--- src/rtl/apu_frame_sequencer.sv ---
// APU frame sequencer: 15-bit frame counter with 4/5-step schedule,
// delayed restart after a $4017 write, quarter/half strobes and frame IRQ.
module apu_frame_sequencer #(
  parameter int unsigned STEP1    = 3728,
  parameter int unsigned STEP2    = 7456,
  parameter int unsigned STEP3    = 11185,
  parameter int unsigned STEP4    = 14914,
  parameter int unsigned STEP5    = 18640,
  parameter int unsigned WR_DELAY = 2
) (
  input  logic        CLK,
  input  logic        nRES,
  input  logic        aclk_en,
  input  logic        wr_en,
  input  logic        wr_mode,
  input  logic        wr_irq_inh,
  input  logic        irq_ack,
  output logic        qframe,
  output logic        hframe,
  output logic        frame_irq,
  output logic        mode,
  output logic [14:0] cnt
);

  localparam logic [14:0] S1  = 15'(STEP1);
  localparam logic [14:0] S2  = 15'(STEP2);
  localparam logic [14:0] S3  = 15'(STEP3);
  localparam logic [14:0] S4  = 15'(STEP4);
  localparam logic [14:0] S5  = 15'(STEP5);
  localparam logic [2:0]  DLY = 3'(WR_DELAY);

  typedef enum logic {RUN, PEND} state_t;

  state_t      state;
  state_t      state_n;
  logic [2:0]  delay;
  logic        inh;
  logic        run_mode;
  logic        restart;
  logic        at_end;
  logic [14:0] cnt_inc;
  logic        q_n;
  logic        h_n;
  logic        set_irq;
  logic        irq_n;

  always_ff @(posedge CLK or negedge nRES) begin
    if (!nRES) state <= RUN;
    else       state <= state_n;
  end

  // A write during PEND reloads the delay, so it also wins over expiry.
  always_comb begin
    state_n = state;
    unique case (state)
      RUN:  if (wr_en) state_n = PEND;
      PEND: begin
        if (wr_en)
          state_n = PEND;
        else if (aclk_en && delay == 3'd1)
          state_n = RUN;
      end
      default: state_n = RUN;
    endcase
  end

  always_comb begin
    restart = (state == PEND) && aclk_en
           && !wr_en && (delay == 3'd1);
  end

  // run_mode is the schedule in force; mode switches it only at restart.
  always_comb begin
    at_end  = run_mode ? (cnt == S5) : (cnt == S4);
    cnt_inc = at_end ? 15'd0 : cnt + 15'd1;
  end

  always_comb begin
    q_n     = 1'b0;
    h_n     = 1'b0;
    set_irq = 1'b0;
    if (restart) begin
      q_n = mode;
      h_n = mode;
    end else if (aclk_en) begin
      unique case (1'b1)
        cnt_inc == S1: q_n = 1'b1;
        cnt_inc == S2: begin
          q_n = 1'b1;
          h_n = 1'b1;
        end
        cnt_inc == S3: q_n = 1'b1;
        cnt_inc == S4: begin
          q_n     = !run_mode;
          h_n     = !run_mode;
          set_irq = !run_mode && !inh;
        end
        cnt_inc == S5: begin
          q_n = run_mode;
          h_n = run_mode;
        end
        default: ;
      endcase
    end
  end

  always_comb begin
    irq_n = frame_irq;
    if (irq_ack)              irq_n = 1'b0;
    if (set_irq)              irq_n = 1'b1;
    if (wr_en && wr_irq_inh)  irq_n = 1'b0;
  end

  always_ff @(posedge CLK or negedge nRES) begin
    if (!nRES) begin
      cnt       <= 15'd0;
      mode      <= 1'b0;
      run_mode  <= 1'b0;
      inh       <= 1'b0;
      frame_irq <= 1'b0;
      qframe    <= 1'b0;
      hframe    <= 1'b0;
      delay     <= 3'd0;
    end else begin
      qframe    <= q_n;
      hframe    <= h_n;
      frame_irq <= irq_n;
      if (restart) begin
        cnt      <= 15'd0;
        run_mode <= mode;
      end else if (aclk_en) begin
        cnt <= cnt_inc;
      end
      if (wr_en) begin
        mode  <= wr_mode;
        inh   <= wr_irq_inh;
        delay <= DLY;
      end else if (state == PEND && aclk_en
                   && delay != 3'd0) begin
        delay <= delay - 3'd1;
      end
    end
  end

endmodule

--- config.mk ---
export PLATFORM = sky130hd
export DESIGN_NAME = apu_frame_sequencer
export DESIGN_NICKNAME = d
export VERILOG_FILES = /design/src/rtl/apu_frame_sequencer.sv
export SDC_FILE = /design/constraint.sdc
export NUM_CORES = 1
export LEC_CHECK = 0
export CAP_MARGIN = 20
export CORE_ASPECT_RATIO = 1.25
export CORE_MARGIN = 1
export CORE_UTILIZATION = 50
export CTS_CLUSTER_SIZE = 14
export DETAILED_ROUTE_END_ITERATION = 16
export MAX_ROUTING_LAYER = met4
export PLACE_DENSITY = 0.74
export SLEW_MARGIN = 20
export SYNTH_ARGS = -nofsm -noshare
export SYNTH_HDL_FRONTEND = slang
export SYNTH_SLANG_ARGS = --single-unit
export TNS_END_PERCENT = 10
--- constraint.sdc ---
create_clock -name CLK -period 2.9 [get_ports CLK]
set_clock_uncertainty 0.15 [all_clocks]
set_input_delay 0.58 -clock CLK [delete_from_list [all_inputs] [get_ports CLK]]
set_output_delay 0.58 -clock CLK [all_outputs]
set_load 0.01 [all_outputs]
==> results.ini <==
[power]
cellLeakagePower_nw = 0.8762
p_switching_uw = 406.4
fin_total_pwr_mw = 1.084
seqPwrFrac = 0.439
p_int_uw = 677.5
p_sw_frac = 0.3749
pwr-share-clk = 0.197
ir_worst_vdd_mv = 0.2964
comb_power_share = 0.364
powerDensity_nw_per_um2 = 482.9

[synth]
netlist.area_leader.share = 0.3247
ys_types = 61
ys_top_cells_by_count = dfrtp_1, nand2_1, nor2_1
syn_nets = 227
synth_edf_count = 0
syn_avg_cell_area_um2 = 8.921
synth_cells = 216
yosysWarnings = 0
yosysTopAreaCell = dfrtp_1
yosysSeqAreaShare = 0.3247
yosysMostFrequentCell = dfrtp_1
synth_seq_cells = 25
synth_area_um2 = 1927
synth_ff_type = dfrtp_1
synthTopCellsByArea = dfrtp_1, nand2_1, xnor2_1
synthArstFlopShare = 1.000

[routing]
post_drt_wl_per_cell_um = 17.19
first_pass_iters = 12
vias = 1722
ant_nets = 0
wl_mm = 4.745
vias_per_cell = 6.239
drc = 1
drt_iter0_drc = 96

[layout]
area.growth.synth_to_final_pct = 16.49
diodes = 0
utilization = 0.6282
drive_above_1_share = 0.1435
final_net_count = 249
final_area_um2 = 2245
fin_cells = 276

[sta]
slew_headroom = 0.6654
period_needed_ns = 2.693
rsz0062_at_grt = false
tightest_slew_ns = 0.4977
holdWs_ns = 0.3488
min_period_over_period = 0.9286
slew_viol_final = 0
setup_ws_ns = 0.2070
hold_violations = 0
fmax_mhz = 371.3
setup_viol = 0
setup_tns_ns = 0

[placement]
gp_congestion = 0.9719
hpwl_mm = 3.454
placed_cell_area_um2 = 2196
port-buffer-count = 25
preCtsSetupSlack_ns = 0.1208
place_inst = 272

[floorplan]
rows = 24
ios = 26
die_y_um = 71.41
die-area_um2 = 4108
core_um2 = 3573
die_x_um = 57.53
start_util = 0.5392

[clock_tree]
cts_made_buffers = 3
max-clock-path-buffers = 2
worstSkewPairLatency_ns = 0.27
cts_tree = yes
clock-sinks = 25
cts-root-buf = clkbuf_8
htree_levels = 1
clk_pin_slew_ns = 0.09

[critical_path]
worst_ep_required_time_ns = 2.95
arrival_ns = 2.75
cp_max_fo = 13
path_class = flip-flop to flip-flop
cp_slowest_cell = dfrtp_2
crit_chain = nand4_4, or2_1, o31ai_1, nand4_1, nor4_1, nor4_1, o21ai_1
crit_path_end_kind = flip-flop
cp-start-kind = flip-flop
crit_path_frequent_cell = nor4_1
critPathMaxStageDelay_ns = 0.53

[grt]
grt_antenna_before_repair = 0
grt_use_total = 0.2599
grt_pass1_wl_mm = 7.955
grt_start_max_net_pins = 26
grt_pass1_vias = 1630
grt_overflow = 0

[worst_hold_path]
hp-class = flip-flop to flip-flop

[run_status]
violations = design-rule violations
status = complete, but fails checks

[flow_run]
max_cap_violations = 0

==> worst max-delay path, delay by kind of cell (launching register included) <==
kind	cells	cell delay, ns
compound gates	2	0.62
simple gates	5	1.32
flops	1	0.53
==> logic make-up (layout without fill, tap and decap cells) <==
group | Yosys count | in the layout | share of synthesized area
and+or+nand+nor | 92 | 92 | 0.3091
AOI/OAI and AO/OA | 48 | 48 | 0.1753
buffers and inverters | 29 | 50 | 0.07791
DFF | 25 | 25 | 0.3247
xor gates and xnor gates | 12 | 12 | 0.05455
muxes | 6 | 6 | 0.03247
adders and majority gates | 4 | 4 | 0.02598
==> flip-flops by register name, summed over array words and instances, names as in the netlist <==
signal,count
cnt,15
delay,3
frame_irq,1
hframe,1
inh,1
mode,1
qframe,1
run_mode,1
state,1
==> per-layer routing <==
metal	routed length, µm	share of wire	global-route usage
met1	2278	0.48	0.3533
met2	2200	0.46	0.3915
met3	168	0.035	0.03430
met4	98	0.021	0.1030
met5	0	0	-
==> layout make-up <==
| class | count | area (µm²) |
|---|---|---|
| Multi-Input combinational cell | 162 | 1151 |
| Fill cell | 318 | 1329 |
| Sequential cell | 25 | 629.4 |
| Tap cell | 39 | 48.80 |
| Timing Repair Buffer | 36 | 332.8 |
| Inverter | 10 | 37.54 |
| Clock buffer | 4 | 45.04 |
==> path summary, 6_finish.rpt <==
kind	depth (start not counted)	end	slack, ns	startpoint
hold / removal	1	delay[1]	0.35	delay[1]
setup / recovery	7	qframe	0.21	cnt[4]
min in group asynchronous	2	cnt[10]	0.52	nRES
max in group asynchronous	2	cnt[2]	1.82	nRES
hold reg to reg	1	delay[1]	0.35	delay[1]
setup reg to reg	7	qframe	0.21	cnt[4]
==> power by group through the flow <==
stage                     sequential (mW)  clock, mW  combinational (mW)
after CTS                           0.473      0.224               0.394
after global placement              0.480          0               0.391
after floorplan                     0.448          0               0.287
final                               0.476      0.213               0.395
after detailed placement            0.480          0               0.392
after global routing                0.483      0.234               0.432
==> placed cells by master, fill, tap and decap left out, types with 4 or more instances in the layout <==
cell / netlist / final
clkdlybuf4s50_1: 0 / 25
dfrtp_1: 25 / 22
nand2_1: 20 / 20
nor2_1: 12 / 12
buf_4: 4 / 11
o21ai_0: 10 / 10
inv_1: 8 / 8
nor3_1: 8 / 8
o21ai_1: 8 / 8
nand3_1: 7 / 7
xnor2_1: 7 / 7
xor2_1: 5 / 5
nand2b_1: 4 / 4
or3_1: 4 / 4
mux2i_1: 4 / 4
o31ai_1: 4 / 4
o2bb2ai_1: 4 / 4
a21oi_1: 4 / 4
ha_1: 4 / 4
==> repair_timing <==
| item | in CTS | in global routing |
|---|---|---|
| resized for setup | 0 | 3 |
| hold buffers | 0 | 0 |
| setup buffers | 0 | 0 |
| endpoints found under the setup margin | 0 | 3 |
(Power assumes the default switching activity.)
